### src/rtl/csel_arith_pkg.sv
// ---------------------------------------------------------------------------
// csel_arith_pkg
// Shared definitions for the borrow-select serial arithmetic blocks.
//   CHUNK_W      : width of one serial slice (4 bits)
//   state_t      : controller states IDLE / RUN / DONE
//   chunk_count  : number of CHUNK_W slices needed for a given operand width
// ---------------------------------------------------------------------------
package csel_arith_pkg;

    localparam int CHUNK_W = 4;

    typedef enum logic [1:0] {
        IDLE = 2'd0,
        RUN  = 2'd1,
        DONE = 2'd2
    } state_t;

    function automatic int chunk_count(input int width);
        return width / CHUNK_W;
    endfunction

endpackage

### src/rtl/csel_sub4.sv
// ---------------------------------------------------------------------------
// csel_sub4
// Combinational 4-bit borrow-select subtractor slice.
// Both candidate differences (borrow-in 0 and borrow-in 1) are formed in
// parallel as a + ~b + 1 and a + ~b; borrow_in only drives the final mux.
// Ports:
//   a4         in  4  minuend slice
//   b4         in  4  subtrahend slice
//   borrow_in  in  1  borrow into this slice
//   d4         out 4  difference slice
//   borrow_out out 1  borrow out of this slice (inverse of the carry)
// ---------------------------------------------------------------------------
module csel_sub4 (
    input  logic [3:0] a4,
    input  logic [3:0] b4,
    input  logic       borrow_in,
    output logic [3:0] d4,
    output logic       borrow_out
);

    logic [4:0] w_d0;
    logic [4:0] w_d1;

    assign w_d0 = {1'b0, a4} + {1'b0, ~b4} + 5'd1;
    assign w_d1 = {1'b0, a4} + {1'b0, ~b4};

    // A carry out of the two's-complement add means no borrow was needed.
    assign d4         = borrow_in ? w_d1[3:0] : w_d0[3:0];
    assign borrow_out = borrow_in ? ~w_d1[4]  : ~w_d0[4];

endmodule

### src/rtl/csel_serial_subtractor.sv
// ---------------------------------------------------------------------------
// csel_serial_subtractor
// Multi-cycle subtractor: diff = (a - b - bin) mod 2^WIDTH, one 4-bit chunk
// per clock, LSB chunk first, using a borrow-select slice (csel_sub4).
// The accept edge is edge 0; chunk k is processed on edge k+1, and done is
// high for the single cycle following the edge that processes the last chunk.
// A start in the DONE cycle is accepted, giving one result per N+1 cycles.
//
// Optional feature: define CSEL_SUB_OVERFLOW_EN to add the ovf output
// (signed two's-complement overflow of the subtraction).
//
// Parameters:
//   WIDTH  operand/result width, multiple of 4 and >= 4
// Ports:
//   clk    in   1      rising-edge clock
//   rst_n  in   1      asynchronous active-low reset
//   start  in   1      request, accepted when busy=0
//   a      in   WIDTH  minuend (sampled on accept)
//   b      in   WIDTH  subtrahend (sampled on accept)
//   bin    in   1      borrow-in (sampled on accept)
//   busy   out  1      operation in progress
//   done   out  1      one-cycle result-valid pulse
//   diff   out  WIDTH  result, held until overwritten by the next operation
//   ovf    out  1      signed overflow (CSEL_SUB_OVERFLOW_EN only)
//   bout   out  1      final borrow-out, 1 when a < b + bin (unsigned)
// ---------------------------------------------------------------------------
module csel_serial_subtractor
    import csel_arith_pkg::*;
#(
    parameter int WIDTH = 16
) (
    input  logic             clk,
    input  logic             rst_n,
    input  logic             start,
    input  logic [WIDTH-1:0] a,
    input  logic [WIDTH-1:0] b,
    input  logic             bin,
    output logic             busy,
    output logic             done,
    output logic [WIDTH-1:0] diff,
`ifdef CSEL_SUB_OVERFLOW_EN
    output logic             ovf,
`endif
    output logic             bout
);

    localparam int N     = chunk_count(WIDTH);
    localparam int CNT_W = (N > 1) ? $clog2(N) : 1;
    localparam logic [CNT_W-1:0] LAST_CHUNK = CNT_W'(N - 1);

    state_t             r_state;
    logic [CNT_W-1:0]   r_cnt;
    logic [WIDTH-1:0]   r_a;
    logic [WIDTH-1:0]   r_b;
    logic               r_borrow;
    logic [WIDTH-1:0]   r_diff;
    logic               r_bout;
    logic               r_busy;
    logic               r_done;
`ifdef CSEL_SUB_OVERFLOW_EN
    logic               r_a_msb;
    logic               r_b_msb;
    logic               r_ovf;
`endif

    logic [CHUNK_W-1:0] w_d4;
    logic               w_borrow_out;
    logic               w_accept;

    // Operand registers shift right each chunk, so the active slice is
    // always the low nibble.
    csel_sub4 u_slice (
        .a4         (r_a[CHUNK_W-1:0]),
        .b4         (r_b[CHUNK_W-1:0]),
        .borrow_in  (r_borrow),
        .d4         (w_d4),
        .borrow_out (w_borrow_out)
    );

    // RUN ignores start; IDLE and DONE both accept.
    assign w_accept = start && (r_state != RUN);

    always_ff @(posedge clk or negedge rst_n) begin
        if (!rst_n) begin
            r_state  <= IDLE;
            r_cnt    <= '0;
            r_a      <= '0;
            r_b      <= '0;
            r_borrow <= 1'b0;
            r_diff   <= '0;
            r_bout   <= 1'b0;
            r_busy   <= 1'b0;
            r_done   <= 1'b0;
`ifdef CSEL_SUB_OVERFLOW_EN
            r_a_msb  <= 1'b0;
            r_b_msb  <= 1'b0;
            r_ovf    <= 1'b0;
`endif
        end else if (w_accept) begin
            // diff is deliberately left alone; it is overwritten chunk by chunk.
            r_state  <= RUN;
            r_cnt    <= '0;
            r_a      <= a;
            r_b      <= b;
            r_borrow <= bin;
            r_busy   <= 1'b1;
            r_done   <= 1'b0;
`ifdef CSEL_SUB_OVERFLOW_EN
            r_a_msb  <= a[WIDTH-1];
            r_b_msb  <= b[WIDTH-1];
`endif
        end else begin
            case (r_state)
                RUN: begin
                    r_diff[r_cnt*CHUNK_W +: CHUNK_W] <= w_d4;
                    r_borrow <= w_borrow_out;
                    r_a      <= r_a >> CHUNK_W;
                    r_b      <= r_b >> CHUNK_W;
                    r_cnt    <= r_cnt + 1'b1;
                    if (r_cnt == LAST_CHUNK) begin
                        r_state <= DONE;
                        r_busy  <= 1'b0;
                        r_done  <= 1'b1;
                        r_bout  <= w_borrow_out;
`ifdef CSEL_SUB_OVERFLOW_EN
                        // w_d4[3] is the MSB of the final diff.
                        r_ovf   <= (r_a_msb != r_b_msb) && (w_d4[CHUNK_W-1] != r_a_msb);
`endif
                    end
                end
                DONE: begin
                    r_state <= IDLE;
                    r_done  <= 1'b0;
                end
                default: begin
                    r_state <= IDLE;
                end
            endcase
        end
    end

    assign busy = r_busy;
    assign done = r_done;
    assign diff = r_diff;
    assign bout = r_bout;
`ifdef CSEL_SUB_OVERFLOW_EN
    assign ovf  = r_ovf;
`endif

endmodule
### config.mk
export PLATFORM = sky130hd
export DESIGN_NAME = csel_serial_subtractor
export DESIGN_NICKNAME = d
export VERILOG_FILES = /design/src/rtl/csel_arith_pkg.sv /design/src/rtl/csel_sub4.sv /design/src/rtl/csel_serial_subtractor.sv
export SDC_FILE = /design/constraint.sdc
export NUM_CORES = 1
export LEC_CHECK = 0
export ABC_AREA = 1
export CAP_MARGIN = 30
export CORE_UTILIZATION = 40
export DETAILED_ROUTE_END_ITERATION = 8
export GPL_TIMING_DRIVEN = 0
export SLEW_MARGIN = 20
export SYNTH_ARGS = -nofsm -noshare
export SYNTH_HDL_FRONTEND = slang
export SYNTH_SLANG_ARGS = --single-unit
export TNS_END_PERCENT = 20
### constraint.sdc
create_clock -name clk -period 2.55 [get_ports clk]
set_clock_uncertainty 0.15 [all_clocks]
set_input_delay 0.51 -clock clk [delete_from_list [all_inputs] [get_ports clk]]
set_output_delay 0.51 -clock clk [all_outputs]
set_load 0.05 [all_outputs]
-- Yosys cells after proc, flatten, opt, wreduce, memory -nomap -nowiden
Cells that the tools add are included.
- $add $sub $neg: 4
- bitwise operators: 4
- reduce and logical (&&, ||, !) cells: 8
- multiplexer cells: 20
- shift operators: 2
- multiply operators: 0
- eq/ne operators: 5
- magnitude comparators: 0
- div/mod/pow operators: 0
- operator list (operator ; number):
    $mux 16 ; 4
    $neg 4->34 ; 1
    $shift 4x34->16 const A ; 1
    $shiftx 4x34->16 ; 1
    $bwmux 16 ; 1
    $mux 2 ; 5
    $mux 1 ; 8
    $reduce_and 2->1 ; 3
    $add 4x4->5 ; 1
    $add 5x1->5 const B ; 1
    $eq 2x2->1 const B ; 2
    $mux 4 ; 1
    $not 4->4 ; 1
    $reduce_bool 2->1 ; 2
    $ne 3x3->1 const B ; 1
    $not 1->1 ; 3
    $reduce_and 3->1 ; 1
    $reduce_bool 3->1 ; 1
    $add 2x1->2 const B ; 1
    $eq 2x1->1 const B ; 1
    $ne 2x1->1 const B ; 1
    $pmux 1 s2 ; 1
    $logic_and 1x1->1 ; 1
- ROM bits: 0
- bits in registers: 56
- memory bits (writable): 0
- memories: 0
- bits in latches: 0
- output and inout port bits: 19

-- Depth between registers and ports, before layout
Gate-level depths: netlist of the first run.
- depth in word-level cells: 7
- depth in mapped cells: 13
- gate-level depth less buffers: 13

-- Hierarchy
A second synthesis of the first run with hierarchy kept.
- cells, all modules: 353
- area total of the unflattened synthesis: 2934.1 um^2
- modules (own cells, without submodules) (module ; cells an instance ; sequential area each (um^2) ; area an instance (um^2) ; times used):
    csel_serial_subtractor ; 305 ; 1401.3 ; 2648.8 ; 1
    csel_sub4 ; 48 ; 0.0 ; 285.3 ; 1

-- Worst setup path before layout of the first run
No wires, ideal clock.
- kind: reg2reg
- start: reg r_a[0]
- end: reg r_borrow
- library setup time: 0.116 ns
- data arrival time: 1.755 ns
- slack: 0.529 ns
- stages on the path, launching flop included: 11
- required time: 2.284 ns
- cells stage by stage: dfrtp_1 ha_1 fa_1 ha_1 nand2_1 nor2_4 nand4_1 nand2_1 nand2_1 nand2_1 nand2_1
- word-level cells in the longest chain between the ends: 6
- elaborated cells on any way between the ends: 7
- classes of those cells: add/sub (2); mux (3); bitwise (2)
- ends and longest elaborated chain (what ; line ; RTL):
    from (decl) ; csel_serial_subtractor.sv:53 ; logic [WIDTH-1:0] r_a;
    from (signal assigned) ; csel_serial_subtractor.sv:117 ; r_a <= r_a >> CHUNK_W;
    $add 4x4->5 (*) ; csel_sub4.sv:24, csel_sub4.sv:25 ;
    $add 5x1->5 ; csel_sub4.sv:24 ; assign w_d0 = {1'b0, a4} + {1'b0, ~b4} + 5'd1;
    $not 1->1 ; csel_sub4.sv:29 ; assign borrow_out = borrow_in ? ~w_d1[4] : ~w_d0[4];
    $mux 1 (*) ; csel_sub4.sv:29 ;
    $mux 1 (*) ; csel_serial_subtractor.sv:113 ; case (r_state)
    $mux 1 (*) ; csel_serial_subtractor.sv:99 ; end else if (w_accept) begin
    to (signal assigned) ; csel_serial_subtractor.sv:105 ; r_borrow <= bin;
    to (signal assigned) ; csel_serial_subtractor.sv:116 ; r_borrow <= w_borrow_out;
    to (decl) ; csel_serial_subtractor.sv:55 ; logic r_borrow;
Every way passes the cells marked *; elsewhere a longest branch is shown, timed or not. The select of a mux whose other input is x is not followed.
A chain may end at the register's enable or synchronous reset.

-- Worst setup path after layout of the first run
Ends and elaborated chain as after synthesis.

==> metrics.md, run 1 <==
| Metric | Value |
|---|---|
| Wire per inst | `14.0 um` |
| Setup WS post-layout | `366 ps` |
| Final Slew Violations | `0` |
| DRC | `0` |
| Arrival time at the worst endpoint | `2250 ps` |
| Die width | `84.7 um` |
| WP data required | `2610 ps` |
| Site Rows | `29` |
| Pin count of the biggest net entering global routing | `57` |
| Top FF cell, synth | `dfrtp_1` |
| RSZ-0062 raised after global routing | `no` |
| Initial Utilization | `42.3%` |
| Final cycle utilization of the critical path | `85.6%` |
| Commonest non-fill, non-tap cell in the layout | `nand2_1` |
| Final instance area | `3460 sq um` |
| Fmax | `0.458 GHz` |
| Final min period | `2180 ps` |
| CTS root buffer | `clkbuf_8` |
| CP max stage delay | `530 ps` |
| Initial antenna violation count | `0` |
| Detail-routed via count per cell | `5.07` |
| Antenna-violating nets left | `0` |
| Post-DP Area | `3370 sq um` |
| Worst slack at placement | `363 ps` |
| Synth Warn # | `0` |
| Max-cap violation count | `0` |
| CP Cell Sequence | `ha_1 -> fa_1 -> ha_1 -> nand2_1 -> nor2_4 -> nand4_1 -> nand2_1 -> nand2_1 -> nand2_1 -> nand2_1` |
| Hold-fix buffers at CTS | `0` |
| Endpoints failing hold | `0` |
| Die Area | `7170 sq um` |
| Netlist cell types | `30` |
| Tot GR Track Use | `18.7%` |
| Slowest CP cell | `fa_1` |
| Reg2Reg Setup Slack | `370 ps` |
| Postcts setup bufs | `0` |
| Worst Path Max Fanout | `3` |
| TritonRoute pass-1 iters | `6` |
| Static leakage | `1.59 nW` |
| Seq/Total Area, Yosys | `51.3%` |
| Flops & latches, synth | `56` |
| Worst VDD drop | `0.000376 V` |
| Vias | `2241` |
| Mean area per synthesized cell | `9.02 sq um` |
| RD Place Congestion | `0.778` |
| Cts repair resizes | `0` |
| Ys async rst share | `100%` |
| Vias in the first global route | `2193` |
| Pwr dens | `1290 nW/um^2` |
| Synthesized instance count | `303` |
| Max-slew headroom | `53.4%` |
| IO Port Bufs | `54` |
| First-pass GRT wire length | `10500 um` |
| Critical Path Most Common Cell | `nand2_1` |
| CTS tree | `done` |
| Worst Max-Slew Pin Slew | `699 ps` |
| Worst Hold Class | `primary input to async pin` |
| EDFF count, synth | `0` |
| Die span in y | `84.7 um` |
| Syn_nets | `351` |
| # IOs | `55` |
| Final wirelength | `6190 um` |
| Layout cells sized above 1 | `9.86%` |
| Synthesis-to-finish area growth | `26.6%` |
| Clock latency at the later pin of the worst-skew pair | `310 ps` |
| Grt ovf | `0` |
| CTS H-tree depth | `2` |
| Setup TNS | `0 ps` |
| Clk buf depth | `2` |
| Most frequent cells in the layout | `nand2_1, dfrtp_1, clkdlybuf4s50_1` |
| Initial DRC Count | `100` |
| Nets | `412` |
| CORE AREA | `6460 sq um` |
| CTS sink cnt | `56` |
| Run status | `completed` |
| Critical path endpoint category | `register` |
| Cell Area, Synth | `2730 sq um` |
| WS Path Type | `register to register` |
| DP Wirelength | `4610 um` |
| Final setup viols | `0` |
| Reg clk slew, reported paths | `110 ps` |
| ANT cells | `0` |
| CTS buffer count | `5` |
| CP startpoint kind | `register` |
==> metrics by stage <==
stage | hold slack, ps | power (W) | util [%] | instances
2_1_floorplan | 64.4 | 0.00322 | - | 303
3_5_place_dp | 318 | 0.00399 | 52.1 | 434
4_1_cts | 109 | 0.00451 | 53.6 | 442
3_3_place_gp | 320 | 0.00395 | 52.2 | 434
6_report | 73.3 | 0.00447 | 53.6 | 442
5_1_grt | 138 | 0.00485 | 53.6 | 442
==> path summary, 6_finish.rpt <==
path                          start        to  cells after the start
setup / recovery             r_a[0]  r_borrow                     10
hold / removal                rst_n   r_a[12]                      1
setup reg to reg             r_a[0]  r_borrow                     10
hold reg to reg            diff[10]  diff[10]                      2
max in group asynchronous     rst_n   diff[8]                      1
min in group clk           diff[10]  diff[10]                      2
==> kinds of logic after synthesis <==
group | Yosys count | synth area share, %
XOR/XNOR | 1 | 0.321
buffers and inverters | 56 | 8.52
flip-flops | 56 | 51.3
adder cells (fa/ha/maj) | 12 | 5.77
AO/OA/AOI/OAI | 56 | 13.4
AND/OR/NAND/NOR | 122 | 20.7
==> metal layers <==
metal	GRT usage (%)	up-vias	routed length [um]
li1	-	1109	-
met5	0	-	0
met3	3.15	9	209
met4	5.70	0	87
met2	30.0	46	2770
met1	26.1	1077	3130
==> where the power goes <==
part           switching, W  leakage (nW)  total (W)  internal [W]
sequential         0.000161         0.738    0.00139       0.00123
combinational       0.00171         0.812    0.00257      0.000857
clock              0.000314        0.0452   0.000516      0.000201
total               0.00218          1.59    0.00447       0.00228
==> sequential cells by signal, summed over array words and instances, names as in the netlist <==
signal    count
r_b          16
diff         16
r_cnt         2
done          1
busy          1
r_state       2
r_borrow      1
bout          1
r_a          16
==> synthesized netlist by cell type (4+ instances only) <==
master    number  area [sq um]
inv_1         42           158
nand2_1       82           308
ha_1          11           138
nand3_1       12          60.1
o221ai_1       9          78.8
buf_2          5          25.0
nand2_2        4          25.0
nand3_2        5          50.1
o211ai_1      12          90.1
dfrtp_1       56          1400
o21ai_0       25           125
nor2_1         9          33.8
==> final cells by class <==
type | count | area [sq um]
Fill cell | 649 | 3000
Clock inverter | 3 | 25.0
Tap cell | 77 | 96.3
Multi-Input combinational cell | 191 | 1100
Buffer | 10 | 55.1
Timing Repair Buffer | 54 | 538
Inverter | 46 | 178
Clock buffer | 5 | 68.8
Sequential cell | 56 | 1400
==> worst max-delay path, delay by kind of cell, from the launching register on <==
family,cells,cell delay [ps]
fa+ha+maj,3,920
simple gates,7,580
flops,1,410
Note: power is estimated with default switching activity, not from simulation.
==> inputs of run 2 (changes only) <==
--- a/config.mk
+++ b/config.mk
@@ -7,9 +7,13 @@
 export LEC_CHECK = 0
 export ABC_AREA = 1
 export CAP_MARGIN = 30
-export CORE_UTILIZATION = 40
+export CELL_PAD_IN_SITES_DETAIL_PLACEMENT = 1
+export CELL_PAD_IN_SITES_GLOBAL_PLACEMENT = 1
+export CORE_UTILIZATION = 38
 export DETAILED_ROUTE_END_ITERATION = 8
 export GPL_TIMING_DRIVEN = 0
+export HOLD_SLACK_MARGIN = 0.15
+export PLACE_DENSITY = 0.83
 export SLEW_MARGIN = 20
 export SYNTH_ARGS = -nofsm -noshare
 export SYNTH_HDL_FRONTEND = slang
==> run 2 against run 1 <==
Against the previous run: clock power grew 14%; global-route usage grew 2.0 points; setup slack lost 37 ps; critical endpoint unchanged; largest power group unchanged; cell count grew 4.5%; critical path type unchanged.
==> metrics.md, run 2 (synthesis results as in run 1) <==
| Metric | Value |
|---|---|
| Power Internal | `0.00238 W (+4.2%)` |
| Final instance area | `3510 sq um (+1.4%)` |
| Switching Fraction | `48.5% (-0.38 points)` |
| Hold Startpoint | `diff[11]` |
| CTS sink cnt | `56 (unchanged)` |
| WP data required | `2620 ps (about the same)` |
| Detail-routed via count per cell | `4.97 (-2.0%)` |
| Site Rows | `30 (+3.4%)` |
| CP startpoint kind | `register` |
| Final setup viols | `0 (unchanged)` |
| Clock latency at the later pin of the worst-skew pair | `310 ps (about the same)` |
| Reg2Reg Setup Slack | `330 ps (-40 ps)` |
| Seq. cell area | `1400 sq um (unchanged)` |
| Nets | `413 (+0.24%)` |
| RD Place Congestion | `0.777 (-0.21%)` |
| GR met1 Demand/Resource | `26.5% (+0.43 points)` |
| IO Port Bufs | `54 (unchanged)` |
| WHS Path Cells | `2` |
| Pin count of the biggest net entering global routing | `57 (unchanged)` |
| Grt ovf | `0 (unchanged)` |
| Die width | `86.8 um (+2.5%)` |
| Most frequent cells in the layout | `nand2_1, dfrtp_1, clkdlybuf4s50_1` |
| Commonest non-fill, non-tap cell in the layout | `nand2_1` |
| CTS H-tree depth | `2 (unchanged)` |
| Gr busiest metal | `met2` |
| Vias in the first global route | `2467 (+12%)` |
| Final Slew Violations | `0 (unchanged)` |
| Slowest CP cell | `fa_1` |
| Area of the multi-input gates | `1100 sq um (unchanged)` |
| Arrival time at the worst endpoint | `2290 ps (+40 ps)` |
| Switching pwr | `0.00224 W (+2.6%)` |
| Run status | `completed` |
| CP max stage delay | `540 ps (about the same)` |
| Tot GR Track Use | `20.7% (+2.0 points)` |
| Hold WS | `344 ps (+271 ps)` |
| Final cycle utilization of the critical path | `87.1% (+1.5 points)` |
| CTS tree | `done` |
| Setup WS post-layout | `329 ps (-37.4 ps)` |
| Initial Utilization | `39.8% (-2.5 points)` |
| Clk pwr share | `12.7% (+1.2 points)` |
| Clk buf depth | `2 (unchanged)` |
| Static leakage | `1.61 nW (+0.89%)` |
| WS Path Type | `register to register` |
| Synthesis-to-finish area growth | `28.4%` |
| Final min period | `2220 ps (+37.4 ps)` |
| Final wirelength | `6920 um (+12%)` |
| DRC | `0 (unchanged)` |
| Worst Max-Slew Pin Slew | `705 ps (+5.59 ps)` |
| DP Wirelength | `5250 um (+14%)` |
| CORE AREA | `6870 sq um (+6.4%)` |
| Worst Hold Class | `register to register` |
| R2R Path End | `r_borrow` |
| Setup TNS | `0 ps (unchanged)` |
| Initial antenna violation count | `0 (unchanged)` |
| Critical path endpoint category | `register` |
| ANT cells | `0 (unchanged)` |
| Die span in y | `86.8 um (+2.5%)` |
| Die Area | `7530 sq um (+5.1%)` |
| WHS Endpoint | `diff[11]` |
| Worst Path Max Fanout | `3 (unchanged)` |
| Combinational Power Share | `56.9% (-0.5 points)` |
| Post-DP Area | `3390 sq um (+0.71%)` |
| Fmax | `0.450 GHz (-1.7%)` |
| M2 GR Usage | `36.7% (+6.7 points)` |
| Vias | `2296 (+2.5%)` |
| Worst VDD drop | `0.000581 V (+55%)` |
| GR Util met3 | `3.05% (-0.099 points)` |
| Reg clk slew, reported paths | `100 ps (about the same)` |
| Postcts setup bufs | `0 (unchanged)` |
| Wire per inst | `15.0 um (+6.9%)` |
| TritonRoute pass-1 iters | `4 (-2)` |
| Sequential share of power | `30.4% (-0.6 points)` |
| CTS buffer count | `5 (unchanged)` |
| CTS root buffer | `clkbuf_8` |
| # IOs | `55 (unchanged)` |
| Max-cap violation count | `0 (unchanged)` |
| Initial DRC Count | `92 (-8.0%)` |
| Filler cells | `804 (+24%)` |
| Max-slew headroom | `53.0% (-0.37 points)` |
| RSZ-0062 raised after global routing | `no` |
| Layout cells sized above 1 | `9.56% (-0.30 points)` |
| Pwr dens | `1320 nW/um^2 (+2.0%)` |
| Reg2Reg Launch Point | `r_a[0]` |
| Endpoints failing hold | `0 (unchanged)` |
| Critical Path Most Common Cell | `nand2_1` |
| CP Cell Sequence | `ha_1 -> fa_1 -> ha_1 -> nand2_1 -> nor2_4 -> nand4_1 -> nand2_1 -> nand2_1 -> nand2_1 -> nand2_1` |
| Antenna-violating nets left | `0 (unchanged)` |
| Reg2reg path depth | `10 (unchanged)` |
| First-pass GRT wire length | `11900 um (+14%)` |
| Worst slack at placement | `340 ps (-22.9 ps)` |
==> run 2: cell count changes in the layout (fill, tap and decap cells not counted), sizes merged <==
cell,previous run,this run
clkinv,0,1
inv,48,46
clkbuf,7,8
dlygate4sd3,0,1
clkinvlp,1,0
bufinv,0,1
==> run 2: repair_timing <==
item / CTS / global route
gates resized for setup: 0 / 0
hold buffers: 1 / 0
endpoints found under the hold margin: 56 / 0
==> run 2: worst max-delay path, delay by kind of cell, from the launching register on <==
kind                       cells  cell delay (ps)
adders and majority gates      3              940
and+or+nand+nor                7              640
DFF                            1              410
==> run 2: per-stage QoR <==
step           utilization [%]  std cells  total power [W]
2_1_floorplan                -        303          0.00322
3_3_place_gp              49.4        453          0.00393
3_5_place_dp              49.4        453          0.00405
4_1_cts                   51.1        462          0.00466
5_1_grt                   51.1        462          0.00498
6_report                  51.1        462          0.00462
==> run 2: routing by layer <==
layer  wire length, um  share of wire [%]
met1              3070                 44
met2              3580                 52
met3               203                2.9
met4                69                1.0
met5                 0                  0
==> run 2: area by class of cell <==
| class | count | area share [%] |
|---|---|---|
| sequential | 56 | 39.9 |
| multi-input combinational | 191 | 31.3 |
| timing repair buffer | 55 | 15.6 |
| inverter | 46 | 5.06 |
| tap | 96 | 3.42 |
| clock buffer | 6 | 2.07 |
| buffer | 10 | 1.57 |
| clock inverter | 2 | 0.999 |
==> run 2: how the worst max path moves through the flow <==
stage / from / endpoint / slack [ps] / cells past startpoint
2_1_floorplan: r_a[0] / r_borrow / 530 / 10
3_3_place_gp: rst_n / diff[11] / -920 / 1
3_5_place_dp: r_a[0] / r_borrow / 340 / 10
4_1_cts: r_a[0] / r_borrow / 320 / 10
5_1_grt: r_a[0] / r_borrow / 180 / 10
6_report: r_a[0] / r_borrow / 330 / 10
==> run 2: power groups by stage <==
stage                     Combinational, W  Clock, W  Sequential (W)
after floorplan                    0.00142         0         0.00180
final                              0.00263  0.000587         0.00140
after CTS                          0.00265  0.000597         0.00141
after global routing               0.00290  0.000636         0.00144
after detailed placement           0.00262         0         0.00142
after global placement             0.00252         0         0.00140
==> inputs of run 3 (changes only) <==
--- a/config.mk
+++ b/config.mk
@@ -9,6 +9,7 @@
 export CAP_MARGIN = 30
 export CELL_PAD_IN_SITES_DETAIL_PLACEMENT = 1
 export CELL_PAD_IN_SITES_GLOBAL_PLACEMENT = 1
+export CORE_ASPECT_RATIO = 1.25
 export CORE_UTILIZATION = 38
 export DETAILED_ROUTE_END_ITERATION = 8
 export GPL_TIMING_DRIVEN = 0
==> constraint.sdc (replaced) <==
create_clock -name clk -period 2.32 [get_ports clk]
set_clock_uncertainty 0.15 [all_clocks]
set_input_delay 0.464 -clock clk [delete_from_list [all_inputs] [get_ports clk]]
set_output_delay 0.464 -clock clk [all_outputs]
set_load 0.05 [all_outputs]
==> run 3 against run 2 <==
Against the previous run: combinational power is 9.5% higher; global-route usage is 1.0 points lower; sequential cell count stayed put; critical path depth stayed put; largest cell class unchanged.
==> metrics.md, run 3 (synthesis results as in run 1) <==
| Metric | Value |
|---|---|
| M2 GR Usage | `36.4% (-0.37 points)` |
| WP data required | `2370 ps (-250 ps)` |
| Reg2reg path depth | `10 (unchanged)` |
| CTS root buffer | `clkbuf_8` |
| GR Util met3 | `2.74% (-0.31 points)` |
| Filler cells | `856 (+6.5%)` |
| Final min period | `2230 ps (+8.54 ps)` |
| Max-cap violation count | `0 (unchanged)` |
| Area of the multi-input gates | `1110 sq um (+0.68%)` |
| WS Path Type | `register to register` |
| RD Place Congestion | `0.790 (+1.8%)` |
| ANT cells | `0 (unchanged)` |
| Final wirelength | `6700 um (-3.2%)` |
| Tot GR Track Use | `19.7% (-1.0 points)` |
| Detail-routed via count per cell | `5.00 (+0.52%)` |
| Finished Layout Cells | `456 (-1.3%)` |
| DP Wirelength | `5070 um (-3.5%)` |
| Dpl cells | `447 (-1.3%)` |
| Setup WS post-layout | `90.2 ps (-239 ps)` |
| Critical path endpoint category | `register` |
| GR met1 Demand/Resource | `23.4% (-3.1 points)` |
| Clock latency at the later pin of the worst-skew pair | `310 ps (about the same)` |
| Die Area | `7540 sq um (about the same)` |
| Antenna-violating nets left | `0 (unchanged)` |
| CTS H-tree depth | `2 (unchanged)` |
| R2R Path End | `r_borrow` |
| Gr busiest metal | `met2` |
| Arrival time at the worst endpoint | `2280 ps (about the same)` |
| Vias in the first global route | `2474 (+0.28%)` |
| WHS Endpoint | `diff[11]` |
| CP Cell Sequence | `ha_2 -> fa_1 -> ha_1 -> nand2_2 -> nor2_4 -> nand4_1 -> nand2_2 -> nand2_1 -> nand2_1 -> nand2_1` |
| Pin count of the biggest net entering global routing | `57 (unchanged)` |
| First-pass GRT wire length | `11700 um (-1.6%)` |
| Nets | `413 (unchanged)` |
| Final setup viols | `0 (unchanged)` |
| WHS Path Cells | `2 (unchanged)` |
| Die width | `77.8 um (-10%)` |
| Worst VDD drop | `0.000595 V (+2.5%)` |
| IO Port Bufs | `54 (unchanged)` |
| Worst Hold Class | `register to register` |
| Commonest non-fill, non-tap cell in the layout | `nand2_1` |
| Worst Path Max Fanout | `3 (unchanged)` |
| Most frequent cells in the layout | `nand2_1, dfrtp_1, clkdlybuf4s50_1` |
| Die span in y | `96.8 um (+12%)` |
| Worst slack at placement | `114 ps (-226 ps)` |
| Initial DRC Count | `51 (-45%)` |
| Endpoints failing hold | `0 (unchanged)` |
| Initial antenna violation count | `0 (unchanged)` |
| Run status | `completed` |
| Clk buf depth | `2 (unchanged)` |
| Worst Max-Slew Pin Slew | `712 ps (+7.50 ps)` |
| Slowest CP cell | `fa_1` |
| Hold Startpoint | `diff[11]` |
| DRC | `0 (unchanged)` |
| Vias | `2278 (-0.78%)` |
| Fmax | `0.448 GHz (-0.38%)` |
| Site Rows | `34 (+13%)` |
| CTS sink cnt | `56 (unchanged)` |
| Reg2Reg Launch Point | `r_a[0]` |
| Reg2Reg Setup Slack | `90 ps (-240 ps)` |
| Synthesis-to-finish area growth | `27.6%` |
| Initial Utilization | `39.2% (-0.61 points)` |
| Final cycle utilization of the critical path | `96.1% (+9.0 points)` |
| Final Slew Violations | `0 (unchanged)` |
| # IOs | `55 (unchanged)` |
| Grt ovf | `0 (unchanged)` |
| Max-slew headroom | `52.5% (-0.50 points)` |
| TritonRoute pass-1 iters | `4 (unchanged)` |
| CTS tree | `done` |
| Critical Path Most Common Cell | `nand2_1` |
| RSZ-0062 raised after global routing | `yes` |
| Static leakage | `1.60 nW (-0.69%)` |
| CP max stage delay | `590 ps (+50 ps)` |
| Pwr dens | `1420 nW/um^2 (+8.1%)` |
| Reg clk slew, reported paths | `100 ps (about the same)` |
| Wire per inst | `14.7 um (-1.9%)` |
| Seq. cell area | `1400 sq um (unchanged)` |
| Layout cells sized above 1 | `10.4% (+0.82 points)` |
| CTS buffer count | `5 (unchanged)` |
| CP startpoint kind | `register` |
| Final core occ | `50.0% (-1.1 points)` |
| CORE AREA | `6980 sq um (+1.6%)` |
[run 3: worst max-delay path by stage]
stage	start	to	slack [ps]	depth (start not counted)
global route	r_a[0]	r_borrow	-30	10
floorplan	r_a[0]	r_borrow	300	10
CTS	r_a[0]	r_borrow	70	10
global placement	rst_n	r_b[12]	-1080	1
detailed placement	r_a[0]	r_borrow	110	10
finish	r_a[0]	r_borrow	90	10
[run 3: critical path: cells and delay by family, from the launching register on]
family        cells  cell delay, ps
simple gates      7             590
flops             1             400
fa+ha+maj         3             970
[run 3: per-stage QoR]
stage	hold slack (ps)	power (W)	TNS [ps]	cell area, sq um
6_report	351	0.00497	0	3490
2_1_floorplan	18.4	0.00354	0	2730
5_1_grt	375	0.00538	-26.4	3490
3_5_place_dp	329	0.00444	0	3380
3_3_place_gp	318	0.00431	-60140	3390
4_1_cts	352	0.00500	0	3480
[run 3: what timing repair did]
item,in CTS,in global routing
hold buffers,1,0
setup endpoints to repair,0,3
endpoints found under the hold margin,56,0
setup buffers,0,0
gates resized for setup,0,4
[run 3: final cells by class]
type                       count  share of cell area (%)
clock inverter                 2                   0.395
clock buffer                   6                    2.08
inverter                      46                    5.10
timing repair buffer          55                    15.7
multi-input combinational    191                    31.7
tap                           90                    3.23
buffer                        10                    1.58
sequential                    56                    40.2
[run 3: metal layers]
metal | share of wire, % | wire length, um
met1 | 42 | 2790
met2 | 54 | 3600
met3 | 3.1 | 209
met4 | 1.4 | 97
met5 | 0 | 0
[run 3: power by group]
| part | total, W | internal [W] | switching, W | leakage, nW |
|---|---|---|---|---|
| Sequential | 0.00154 | 0.00135 | 0.000188 | 0.738 |
| Combinational | 0.00288 | 0.000960 | 0.00192 | 0.814 |
| Clock | 0.000546 | 0.000217 | 0.000329 | 0.0456 |
==> RTL edit 1, RTL diff (config.mk and constraints of run 3) <==
Make the reset (`rst_n`) synchronous in one clocked block. Comments in the files are not updated.
--- a/src/rtl/csel_serial_subtractor.sv
+++ b/src/rtl/csel_serial_subtractor.sv
@@ -82,3 +82,3 @@
 
-    always_ff @(posedge clk or negedge rst_n) begin
+    always_ff @(posedge clk) begin
         if (!rst_n) begin
Check against the original RTL: differs if rst_n is asserted again (counterexample within 4 cycles, from zero or initial values and one cycle with rst_n low); with rst_n held inactive, the same outputs for 10 cycles.
==> RTL edit 1 against run 3 <==
Wire length decreased by 0.34%. Setup slack improved by 0.051 ns. Synthesized area decreased by 0.82%. Critical endpoint is now diff[6]. Sequential cell count unchanged. Final area about the same.
Power is not compared: it rests on default switching activity, and its combinational part moved more than twofold at a synthesized area within 25%.
==> RTL edit 1: results (changes against run 3) <==
GRT Util Overall = 19.3% (was 19.7%)
Slowest stage cell, crit path = fa_2 (was fa_1)
Final-stage net count = 482 (was 413)
Syn Area/Cell = 7.27 um^2 (was 9.02 um^2)
Wire per inst = 12.7 um (was 14.7 um)
Post-synth cell types = 26 (was 30)
Initial antenna violation count = 0 (unchanged)
Clock root buffer = clkbuf_8 (unchanged)
CP delay by family, top = adder cells (unchanged)
Synth top cells by count = nand2_1 (130), inv_1 (57), dfxtp_1 (56) (was nand2_1 (82), dfrtp_1 (56), inv_1 (42))
Worst-Skew Late Latency = 0.31 ns (about the same)
Max incr delay on CP = 0.57 ns (was 0.59 ns)
DP Area = 3360 um^2 (was 3380 um^2)
Xor/xnor cell area share of the yosys netlist = 0.646% (was 0.321%)
Main area contributors after synthesis = dfxtp_1 (41%), nand2_1 (18%), inv_1 (7.9%) (was dfrtp_1 (51%), nand2_1 (11%), inv_1 (5.8%))
Routed vias/inst = 4.72 (was 5.00)
Vias in the first global route = 2,528 (was 2,474)
Post-synthesis sequential area ratio = 41.4% (was 51.3%)
First-pass GRT wire length = 11.3 mm (was 11.7 mm)
Setup violators final = 0 (unchanged)
Final HPWL DP = 5.34 mm (was 5.07 mm)
Number of CTS-inserted buffers = 5 (unchanged)
Most used DFF post-synth = dfxtp_1 (was dfrtp_1)
Share of layout cells above drive strength 1 = 9.20% (was 10.4%)
Starting DRT DRC Count = 65 (was 51)
Dpl ws = 0.0959 ns (was 0.114 ns)
Complex-gate fraction of the synthesized area = 13.8% (was 13.4%)
Layout Cells excl Fill = 525 (was 456)
Largest net degree at the start of global routing = 19 (was 57)
Gp weighted congestion = 0.798 (was 0.790)
Synth Area in Adders = 5.82% (was 5.77%)
Syn Nets = 421 (was 351)
Worst-Margin Slew = 0.558 ns (was 0.712 ns)
Post-synthesis async set-or-reset flop share = 0% (was 100%)
Leakage power = 1.52 nW
Placed Cells = 517 (was 447)
Status = finished, final reports clean (unchanged)
## RTL edit 1: cell types whose count changed after synthesis, moves of 4 or more
cell / before / now
a21oi_1: 1 / 28
o21ai_0: 25 / 2
nor2_1: 9 / 13
dfrtp_1: 56 / 0
dfxtp_1: 0 / 56
nand2_1: 82 / 130
inv_1: 42 / 57
## RTL edit 1: cells by family after synthesis
kind of cell,after synthesis
buffers and inverters,77
adder cells (fa/ha/maj),12
AND/OR/NAND/NOR,168
XOR/XNOR,2
flip-flops,56
AO/OA/AOI/OAI,58
## RTL edit 1: what timing repair did
item / in CTS / in global routing
endpoints found under the setup margin: 0 / 4
resized for setup: 0 / 3
setup buffers: 0 / 0
## RTL edit 1: power by group through the flow
stage | combinational [mW] | sequential (mW) | clock [mW]
after global placement | 0.449 | 1.05 | 0
final | 0.464 | 1.03 | 0.666
after floorplan | 0.282 | 1.07 | 0
after CTS | 0.467 | 1.03 | 0.687
after global routing | 0.520 | 1.03 | 0.723
after detailed placement | 0.464 | 1.05 | 0
## RTL edit 1: path summary, 6_finish.rpt
check / startpoint / end / slack (ns) / cells after the start
hold / removal: r_b[14] / r_b[14] / 0.32 / 2
hold reg to reg: r_b[14] / r_b[14] / 0.32 / 2
setup / recovery: r_b[0] / diff[6] / 0.14 / 10
setup reg to reg: r_b[0] / diff[6] / 0.14 / 10
## RTL edit 1: final cells by class
cell class              count  area (um^2)
plain buffers              14         82.6
clock buffers               5         68.8
clock inverters             3         46.3
fillers                   904         3440
inverters                  63          236
multi-input cells         240         1280
flip-flops and latches     56         1120
well taps                  90          113
repair buffers             54          541
## RTL edit 1: per-layer routing
layer	up-vias	routed length, um	global-route usage [%]
li1	1288	-	-
met3	6	173	2.82
met5	-	0	0
met2	46	3570	37.9
met1	1136	2870	21.9
met4	0	62	4.72
==> RTL edit 2, RTL diff (flow settings as in run 3) <==
Made on the original files. Change the parameter `WIDTH` from 16 to 32.
--- a/src/rtl/csel_serial_subtractor.sv
+++ b/src/rtl/csel_serial_subtractor.sv
@@ -29,3 +29,3 @@
 #(
-    parameter int WIDTH = 16
+    parameter int WIDTH = 32
 ) (
Interface: changed (resized a, b and diff); port bits go from 55 to 103. No check against the original RTL was run, so the function may have changed too.
==> RTL edit 2 against run 3 <==
Via count up 88%. Synthesized area up 74%. The run now ends with negative setup slack left. Critical path type unchanged. Largest cell class unchanged. Power up 93%. Final area up 90%. Setup slack got worse by 0.11 ns. Largest power group unchanged. Sequential cell count is 49 higher. Wire length increased by 110%.
==> RTL edit 2: results (changes against run 3) <==
Main area contributors after synthesis = dfrtp_1 (55%), nand2_1 (13%), inv_1 (5.5%) (was dfrtp_1 (51%), nand2_1 (11%), inv_1 (5.8%))
Wire per inst = 17.0 um (was 14.7 um)
R2r startpoint = r_b[0] (was r_a[0])
Complex-gate fraction of the synthesized area = 12.7% (was 13.4%)
Status = finished, violations left (was finished, final reports clean)
Starting DRT DRC Count = 128 (was 51)
Final-stage net count = 734 (was 413)
GRT Util Overall = 22.9% (was 19.7%)
Leakage power = 2.90 nW (was 1.60 nW)
Gate Count Post-Synth = 527 (was 303)
Synth top cells by count = nand2_1 (170), dfrtp_1 (105), inv_1 (69) (was nand2_1 (82), dfrtp_1 (56), inv_1 (42))
Post-synthesis async set-or-reset flop share = 100% (unchanged)
First-pass GRT wire length = 22.8 mm (was 11.7 mm)
Final HPWL DP = 10.0 mm (was 5.07 mm)
WHS = 0.341 ns (was 0.351 ns)
Slew HR = 57.1% (was 52.5%)
Xor/xnor cell area share of the yosys netlist = 0.553% (was 0.321%)
R2R Path End = diff[10] (was r_borrow)
Layout Cells excl Fill = 822 (was 456)
Synth Area in Adders = 3.58% (was 5.77%)
Slowest stage cell, crit path = fa_1 (unchanged)
Dpl ws = -0.466 ns (was 0.114 ns)
PortBufs = 102 (was 54)
Met1 usage = 26.9% (was 23.4%)
Data arrival time of the worst path = 2.46 ns (was 2.28 ns)
Via count = 4,275 (was 2,278)
HP Class = reg2reg (unchanged)
Number of CTS-inserted buffers = 9 (was 5)
Placed Cells = 794 (was 447)
R2R cell count = 13 (was 10)
Worst vdd ir = 0.000493 V (was 0.000595 V)
Syn Nets = 608 (was 351)
Largest fanout on the critical path = 2 (was 3)
Clock root buffer = clkbuf_16 (was clkbuf_8)
Post-synthesis sequential area ratio = 55.3% (was 51.3%)
Clk pin slew, worst setup/hold paths = 0.07 ns (was 0.10 ns)
Global Route met3 Usage = 3.88% (was 2.74%)
Vias in the first global route = 4,658 (was 2,474)
Worst-Skew Late Latency = 0.35 ns (was 0.31 ns)
Post-synth cell types = 31 (was 30)
Htree depth = 3 (was 2)
Max incr delay on CP = 0.51 ns (was 0.59 ns)
Final worst slack = -0.0168 ns (was 0.0902 ns)
Setup violators final = 2 (was 0)
DP Area = 6010 um^2 (was 3380 um^2)
Failing checks = negative setup slack
Total gr overflow = 0 (unchanged)
Share of layout cells above drive strength 1 = 13.2% (was 10.4%)
Met2 Usage GRT = 41.5% (was 36.4%)
Gp weighted congestion = 0.836 (was 0.790)
Setup crit end = diff[10] (was r_borrow)
Largest net degree at the start of global routing = 75 (was 57)
Final TNS setup = -0.0225 ns (was 0 ns)
RTL edit 2: what timing repair did:
action,in CTS,in global routing
cloned,0,0
resized for setup,43,21
setup endpoints to repair,34,34
endpoints found under the hold margin,31,0
buffers inserted,8,3
hold buffers,1,0
pin swaps,10,15
RTL edit 2: routing by layer:
metal  routed length [um]  share of wire (%)  vias up
met5                    0                  0        -
met1                 5690                 41     2154
li1                     -                  -     1994
met2                 7460                 53      102
met4                  302                2.2        0
met3                  501                3.6       25
RTL edit 2: worst min-delay path, stage by stage (launching register included):
cell,delay (ns)
dfrtp_1,0.35
nand2_1,0.07
o21ai_2,0.05
RTL edit 2: cell families (layout without fill, tap and decap cells):
group	count (synthesis)	count (layout)
buffers and inverters	96	227
AOI/OAI and AO/OA	88	88
adders and majority gates	13	13
DFF	105	105
xor gates and xnor gates	3	3
and+or+nand+nor	222	222
RTL edit 2: worst min path at each step:
stage,from,end,depth (start not counted)
floorplan,rst_n,bout,0
global placement,diff[26],diff[26],2
detailed placement,rst_n,diff[9],1
CTS,diff[17],diff[17],2
global route,r_b[11],r_b[11],2
finish,diff[26],diff[26],2
RTL edit 2: area by class of cell:
class | count | area, um^2
fill | 1421 | 5550
sequential | 105 | 2630
multi-input combinational | 326 | 1930
timing repair buffer | 115 | 1150
inverter | 73 | 279
clock buffer | 9 | 225
tap | 164 | 205
buffer | 23 | 116
clock inverter | 7 | 77.6
RTL edit 2: report_power, final:
part | switching (mW) | total (mW) | internal [mW] | leakage (nW)
clock | 0.722 | 1.57 | 0.847 | 0.140
combinational | 3.40 | 5.27 | 1.87 | 1.38
sequential | 0.314 | 2.76 | 2.45 | 1.39
